==> src/rtl/act_pwq_pipe.sv <==
// act_pwq_pipe: fully pipelined piecewise-quadratic activation, y = (a*x + b)*x + c.
// Coefficients come from a run-time programmable table of NSEG uniform segments, each 1.0 wide,
// centred on zero. There are six register ranks, all advanced by one shared enable. Each result
// carries the tag of the sample that produced it.
//
// Ports
//   clk, rst          clock (rising edge), asynchronous active-high reset
//   i_in_valid/o_in_ready, i_in_data (x, signed Q.FRAC), i_in_tag     input stream
//   o_out_valid/i_out_ready, o_out_data (y, signed Q.FRAC), o_out_tag  output stream
//   i_cfg_we, i_cfg_addr, i_cfg_a/b/c                                   coefficient table write
module act_pwq_pipe #(
  parameter int unsigned DW   = 16,
  parameter int unsigned FRAC = 8,
  parameter int unsigned NSEG = 16,
  parameter int unsigned TAGW = 4
) (
  input  logic                    clk,
  input  logic                    rst,
  input  logic                    i_in_valid,
  output logic                    o_in_ready,
  input  logic [DW-1:0]           i_in_data,
  input  logic [TAGW-1:0]         i_in_tag,
  output logic                    o_out_valid,
  input  logic                    i_out_ready,
  output logic [DW-1:0]           o_out_data,
  output logic [TAGW-1:0]         o_out_tag,
  input  logic                    i_cfg_we,
  input  logic [$clog2(NSEG)-1:0] i_cfg_addr,
  input  logic [DW-1:0]           i_cfg_a,
  input  logic [DW-1:0]           i_cfg_b,
  input  logic [DW-1:0]           i_cfg_c
);

  localparam int unsigned AW = $clog2(NSEG);
  localparam int unsigned PW = 2 * DW;
  // Two guard bits above the product width, so that neither the rounding add nor the
  // coefficient add can wrap.
  localparam int unsigned SW = 2 * DW + 2;

  localparam int                   XMAG = int'(NSEG / 2) * (2 ** FRAC);
  localparam logic signed [DW:0]   XHI  = (DW + 1)'(XMAG - 1);
  localparam logic signed [DW:0]   XLO  = (DW + 1)'(-XMAG);
  localparam logic signed [SW-1:0] RND  = {{(SW - 1){1'b0}}, 1'b1} << (FRAC - 1);
  localparam logic signed [SW-1:0] SMAX = {{(SW - DW + 1){1'b0}}, {(DW - 1){1'b1}}};
  localparam logic signed [SW-1:0] SMIN = {{(SW - DW + 1){1'b1}}, {(DW - 1){1'b0}}};

  // Adds half an LSB, then shifts arithmetically. The result is a floor, so halves round
  // toward +inf. Then adds k and saturates once to the DW range.
  function automatic logic signed [DW-1:0] round_sat(input logic signed [PW-1:0] p,
                                                     input logic signed [DW-1:0] k);
    logic signed [SW-1:0] v;
    v = $signed({{2{p[PW-1]}}, p}) + RND;
    v = v >>> FRAC;
    v = v + $signed({{(SW - DW){k[DW-1]}}, k});
    if (v > SMAX)      round_sat = SMAX[DW-1:0];
    else if (v < SMIN) round_sat = SMIN[DW-1:0];
    else               round_sat = v[DW-1:0];
  endfunction

  logic w_en;

  // Coefficient table
  logic signed [DW-1:0] r_ta [NSEG];
  logic signed [DW-1:0] r_tb [NSEG];
  logic signed [DW-1:0] r_tc [NSEG];

  // Pipeline ranks 1..6
  logic                   r_v1, r_v2, r_v3, r_v4, r_v5, r_v6;
  logic [TAGW-1:0]        r_tag1, r_tag2, r_tag3, r_tag4, r_tag5, r_tag6;
  logic signed [DW-1:0]   r_xc1, r_xc2, r_xc3, r_xc4;
  logic [AW-1:0]          r_idx1;
  logic signed [DW-1:0]   r_a2, r_b2, r_c2, r_b3, r_c3, r_c4, r_c5;
  logic signed [PW-1:0]   r_p1, r_p2;
  logic signed [DW-1:0]   r_t4, r_y6;

  logic signed [DW:0]     w_xe;
  logic signed [DW-1:0]   w_xc, w_seg;
  logic [AW-1:0]          w_idx;
  logic signed [PW-1:0]   w_a_ext, w_xc2_ext, w_t_ext, w_xc4_ext;

  // A single enable advances every rank; an empty or draining output always lets data in.
  assign w_en        = ~r_v6 | i_out_ready;
  assign o_in_ready  = w_en;
  assign o_out_valid = r_v6;
  assign o_out_data  = r_y6;
  assign o_out_tag   = r_tag6;

  // Clamp x to the table range. Then convert the integer part to a segment index.
  // Adding NSEG/2 modulo NSEG is the same as offsetting the signed segment number.
  always_comb begin
    w_xe = {i_in_data[DW-1], i_in_data};
    if (w_xe > XHI)      w_xc = XHI[DW-1:0];
    else if (w_xe < XLO) w_xc = XLO[DW-1:0];
    else                 w_xc = i_in_data;
    w_seg = w_xc >>> FRAC;
    w_idx = w_seg[AW-1:0] + AW'(NSEG / 2);
  end

  assign w_a_ext   = {{DW{r_a2[DW-1]}}, r_a2};
  assign w_xc2_ext = {{DW{r_xc2[DW-1]}}, r_xc2};
  assign w_t_ext   = {{DW{r_t4[DW-1]}}, r_t4};
  assign w_xc4_ext = {{DW{r_xc4[DW-1]}}, r_xc4};

  // Table writes ignore the enable. The rank-2 read uses the pre-edge contents,
  // so a write and a read of the same entry on one edge returns the old value.
  always_ff @(posedge clk or posedge rst) begin
    if (rst) begin
      for (int i = 0; i < int'(NSEG); i++) begin
        r_ta[i] <= '0;
        r_tb[i] <= '0;
        r_tc[i] <= '0;
      end
    end else if (i_cfg_we) begin
      r_ta[i_cfg_addr] <= i_cfg_a;
      r_tb[i_cfg_addr] <= i_cfg_b;
      r_tc[i_cfg_addr] <= i_cfg_c;
    end
  end

  always_ff @(posedge clk or posedge rst) begin
    if (rst) begin
      {r_v1, r_v2, r_v3, r_v4, r_v5, r_v6} <= '0;
      {r_tag1, r_tag2, r_tag3, r_tag4, r_tag5, r_tag6} <= '0;
      {r_xc1, r_xc2, r_xc3, r_xc4} <= '0;
      r_idx1 <= '0;
      {r_a2, r_b2, r_c2, r_b3, r_c3, r_c4, r_c5} <= '0;
      {r_p1, r_p2} <= '0;
      {r_t4, r_y6} <= '0;
    end else if (w_en) begin
      // S1: clamp and segment index
      r_v1   <= i_in_valid;
      r_tag1 <= i_in_tag;
      r_xc1  <= w_xc;
      r_idx1 <= w_idx;
      // S2: coefficient lookup
      r_v2   <= r_v1;
      r_tag2 <= r_tag1;
      r_xc2  <= r_xc1;
      r_a2   <= r_ta[r_idx1];
      r_b2   <= r_tb[r_idx1];
      r_c2   <= r_tc[r_idx1];
      // S3: p1 = a*xc
      r_v3   <= r_v2;
      r_tag3 <= r_tag2;
      r_xc3  <= r_xc2;
      r_p1   <= w_a_ext * w_xc2_ext;
      r_b3   <= r_b2;
      r_c3   <= r_c2;
      // S4: t = sat(round(p1) + b)
      r_v4   <= r_v3;
      r_tag4 <= r_tag3;
      r_xc4  <= r_xc3;
      r_t4   <= round_sat(r_p1, r_b3);
      r_c4   <= r_c3;
      // S5: p2 = t*xc
      r_v5   <= r_v4;
      r_tag5 <= r_tag4;
      r_p2   <= w_t_ext * w_xc4_ext;
      r_c5   <= r_c4;
      // S6: y = sat(round(p2) + c). The output keeps the last result across bubbles.
      r_v6   <= r_v5;
      if (r_v5) begin
        r_y6   <= round_sat(r_p2, r_c5);
        r_tag6 <= r_tag5;
      end
    end
  end

endmodule

==> config.mk <==
export PLATFORM = sky130hd
export DESIGN_NAME = act_pwq_pipe
export DESIGN_NICKNAME = d
export VERILOG_FILES = /design/src/rtl/act_pwq_pipe.sv
export SDC_FILE = /design/constraint.sdc
export NUM_CORES = 2
export LEC_CHECK = 0
export ABC_AREA = 1
export CAP_MARGIN = 0
export CORE_ASPECT_RATIO = 1.25
export CORE_MARGIN = 8
export CORE_UTILIZATION = 66
export DETAILED_ROUTE_END_ITERATION = 7
export PLACE_DENSITY = 0.79
export SLEW_MARGIN = 20
export SYNTH_ARGS = -nofsm -noshare
export SYNTH_HDL_FRONTEND = slang
export SYNTH_SLANG_ARGS = --single-unit
==> constraint.sdc <==
create_clock -name clk -period 74 [get_ports clk]
set_clock_uncertainty 0.05 [all_clocks]
set_input_delay 7.4 -clock clk [delete_from_list [all_inputs] [get_ports clk]]
set_output_delay 7.4 -clock clk [all_outputs]
set_load 0.03 [all_outputs]
# --- Word-level counts from Yosys, hierarchy flattened ---
# Index checks and enable logic that the tools add are counted.
word_totals:
  input_bits: 77
  word_cells: 118
  reg_bits: 1074
  out_inout_bits: 22
classes:
  bitwise_logic: 4
  magnitude_cmp: 9
  muxes: 20
  reduce_logical: 2
  mul: 2
  n_addsub: 5
ops:
  columns: ["cell", "count"]
  rows:
  - ["$bwmux W256", 3]
  - ["$mux W16", 13]
  - ["$bmux W16 S4", 3]
  - ["$add A32 B9 Y33 const B", 2]
  - ["$demux W16 S4", 1]
  - ["$mul A16 B16 Y32", 2]
  - ["$add A25 B16 Y26", 2]
  - ["$gt A26 B16 Y1 const B", 2]
  - ["$lt A26 B16 Y1 const B", 2]
  - ["$gt A16 B12 Y1 const B", 1]
  - ["$lt A16 B12 Y1 const B", 1]
  - ["$ge A5 B5 Y1 const B", 2]
  - ["$not A4 Y5", 2]
  - ["$lt A5 B1 Y1 const B", 1]
  - ["$add A4 B4 Y4 const B", 1]
  - ["$reduce_and A2 Y1", 1]
  - ["$logic_and A1 B1 Y1", 1]
  - ["$not A1 Y1", 1]
  - ["$or A1 B1 Y1", 1]

# --- Longest topological paths before layout ---
depth:
  depth_word: 6
  ltp_mapped: 33
  ltp_nobuf: 32

# --- Least setup slack after synthesis ---
# Ideal clock, no wire load.
synth_path:
  path_kind: "input to output"
  from: "in i_out_ready"
  to: "out o_in_ready"
  arrival_time_ps: 8325
  t_required_ps: 66550
  cell_stages: 4
  setup_slack_ps: 58225
  path_buffers: 2
  cell_sequence: "nor2_1 -> inv_2 -> clkbuf_1 -> clkbuf_1"
synth_via:
  elab_chain_cells: 1
synth_rtl:
  columns: ["element", "line", "source"]
  rows:
  - ["from (decl)", "24", "input logic i_out_ready,"]
  - ["$or A1 B1 Y1", "82", "assign w_en = ~r_v6 | i_out_ready;"]
  - ["to (decl)", "20", "output logic o_in_ready,"]
# Every way passes these cells.

# --- Worst setup path after layout ---
# Ends and elaborated chain as after synthesis.

==> impl_summary.log <==
INFO  metric die_width = 306.8 um
INFO  metric max_slew_margin = 0.2673
INFO  metric cp_data_required_time = 66.55 ns
INFO  metric ys_top_cells_by_count = 2,074 x nand2_1, 1,230 x inv_1, 1,148 x o21ai_0
INFO  metric netlist.area_leader.share = 0.3792
INFO  metric post_synth_main_area_contributors = dfrtp_1 38%, fa_1 15%, nand2_1 11%
INFO  metric first_global_vias = 57,826
INFO  metric synth_cells = 8,688
INFO  metric post_synth_instance_area = 69,750 um^2
INFO  metric critical_path_start_end_classification = in -> out
INFO  metric antenna_found_initial = 2
INFO  metric clockRootBuffer = clkbuf_16
INFO  metric final_hold_viol_count = 0
INFO  metric arrival = 9.60 ns
INFO  metric ys_seq_elements = 1,057
INFO  metric hold_buffers = 0
INFO  metric vias_per_cell = 5.845
INFO  metric clock.fmax = 58.66 MHz
INFO  metric tns = 0 ns
INFO  metric nNetsFinal = 9,202
INFO  metric final_hpwl_from_detailed_placement = 117.4 mm
INFO  metric result_of_the_run = complete, no violations
INFO  metric end_kind = primary output
INFO  metric finalWeightedCongestion = 0.9451
INFO  metric gr-total-overflow = 0
INFO  metric boundaryPins = 99
INFO  metric grt_max_degree = 182
INFO  metric cts_clk_pin_slew_worst_paths = 0.06 ns
INFO  metric area.growth.synth_to_final = 7.105%
INFO  metric synth_top_flop_cell = dfrtp_1
INFO  metric cts-root-to-sink-buffers = 3
INFO  metric final_cells = 9,893
INFO  metric synth_async_sr_flop_share = 1.000
INFO  metric post_place_instance_area = 71,020 um^2
INFO  metric post-route-period-util = 0.2304
INFO  metric starting_density_of_the_core = 0.6643
INFO  metric max_cap_violations = 0
INFO  metric rsz0062_at_grt = false
INFO  metric numPlacedInstances = 9,703
INFO  metric die_ar = 116,400 um^2
INFO  metric cts.repair.resized = 0
INFO  metric synth_edf_count = 0
INFO  metric largest_fanout_on_the_critical_path = 134
INFO  metric wl = 183.9 mm
INFO  metric aggregate_global_route_resource_usage = 0.3181
INFO  metric drt_pre_antenna_iters = 6
INFO  metric vias = 57,820
INFO  metric worst_slew_pin_slew = 1.099 ns
INFO  metric grt_pass1_wl = 299.9 mm
INFO  metric ant_diodes = 0
INFO  metric synth_top_area_cell = dfrtp_1
INFO  metric cts-buffers-inserted = 102
INFO  metric yosysMostFrequentCell = nand2_1
INFO  metric worstHoldPathType = reg -> reg
INFO  metric fp.coreArea = 105,000 um^2
INFO  metric yosys_warnings = 0
INFO  metric worst_skew_pair.late_latency = 0.73 ns
INFO  metric vertical_extent_of_the_die = 379.5 um
INFO  metric cts_htree_levels = 3
INFO  metric final_design_area_no_fill = 74,710 um^2
INFO  metric ant_nets = 0
INFO  metric layout-drive-gt1-share = 0.04106
INFO  metric fin_crit = 17.05 ns
INFO  metric utilization = 0.7115
INFO  metric slew_viol_final = 0
INFO  metric detailedRoute.firstIterationViolations = 5,846
INFO  metric tritoncts = yes
INFO  metric setup_violations = 0
INFO  metric start_kind = input port
INFO  metric post_cts.repair.setup_buffers = 0
INFO  metric drt_drc_violations_left = 0
INFO  metric seq_area_frac_synth = 0.3792
INFO  metric syn_avg_cell_area = 8.028 um^2
INFO  metric row_count = 133
INFO  metric cts.sink_count = 1,057
INFO  metric mappedNetlistNets = 9,500
INFO  metric routedWlPerCell = 18.58 um
INFO  metric port_buffers = 98
INFO  metric yosysUniqueCellTypes = 51
placed cells by master (no fill, tap or decap), types with 27 or more instances in the layout:
cell	Yosys	layout
nor2_1	815	813
clkdlybuf4s50_1	0	98
xor2_1	65	65
nand4_1	39	39
o22ai_1	63	63
o221ai_1	120	120
xnor2_1	42	42
or2_2	27	27
clkbuf_16	0	103
a21oi_1	316	316
nand2_1	2074	2066
dfrtp_1	1057	1054
buf_4	0	52
ha_1	211	211
a31oi_1	55	54
inv_1	1230	1228
o21ai_0	1148	1148
fa_1	524	524
nand3_1	168	164
area by class of cell:
| cell class | instances | area, um^2 |
|---|---|---|
| repair buffers | 156 | 1456 |
| flip-flops and latches | 1057 | 26460 |
| fillers | 8287 | 30300 |
| clock buffers | 142 | 2914 |
| multi-input cells | 5835 | 36660 |
| inverters | 1238 | 4678 |
| clock inverters | 48 | 759.5 |
| well taps | 1417 | 1773 |
per-layer routing:
metal	part of all wire	vias up	global-route usage
met5	0.000071	-	0
met4	0.037	2	0.1230
met3	0.081	473	0.04445
met2	0.49	2422	0.5364
met1	0.40	28296	0.4197
li1	-	26627	-
flip-flops by register name, summed over array words and instances (netlist names), 16 cells and up:
register and cells:
o_out_data 16, r_a2 16, r_b2 16, r_b3 16
r_c2 16, r_c3 16, r_c4 16, r_c5 16
r_p1 25, r_p2 25, r_t4 16, r_ta 256
r_tb 256, r_tc 256, r_xc1 16, r_xc2 16
r_xc3 16, r_xc4 16
logic make-up (layout without fill, tap and decap cells):
kind of cell	count (synthesis)	after routing	share of synthesized area
AO/OA/AOI/OAI	1770	1770	0.1382
XOR/XNOR	107	107	0.01344
adder cells (fa/ha/maj)	735	735	0.1882
buffers and inverters	1796	1584	0.09724
flip-flops	1057	1057	0.3792
AND/OR/NAND/NOR	3223	3223	0.1837
worst max-delay path, cell delays in order:
cell and delay, ns:
clkdlybuf4s50_1 0.45, nor2_4 0.57, inv_8 0.43, clkdlybuf4s50_1 0.73
worst paths after layout:
check / endpoint / startpoint / cells past startpoint / slack (ns)
setup / recovery: o_in_ready / i_out_ready / 4 / 56.95
hold / removal: r_c5[11]$_DFFE_PP0N_ / r_c4[11]$_DFFE_PP0N_ / 2 / 0.37
setup reg to reg: r_p1[31]$_DFFE_PP0N_ / r_a2[15]$_DFFE_PP0N_ / 20 / 67.37
hold reg to reg: r_c5[11]$_DFFE_PP0N_ / r_c4[11]$_DFFE_PP0N_ / 2 / 0.37
max in group asynchronous: r_ta[138]$_DFFE_PP0P_ / rst / 6 / 63.00
min in group asynchronous: r_tc[248]$_DFFE_PP0P_ / rst / 2 / 7.19
stage by stage:
step / hold slack, ns / setup WS [ns]
floorplan: 0.3817 / 36.80
global placement: 0.3999 / 56.94
detailed placement: 0.4048 / 56.94
CTS: 0.3560 / 56.93
global route: 0.3855 / 56.80
finish: 0.3701 / 56.95
Power is not shown: default switching activity piles up to over one toggle a cycle in this logic, so the estimate is an artifact.
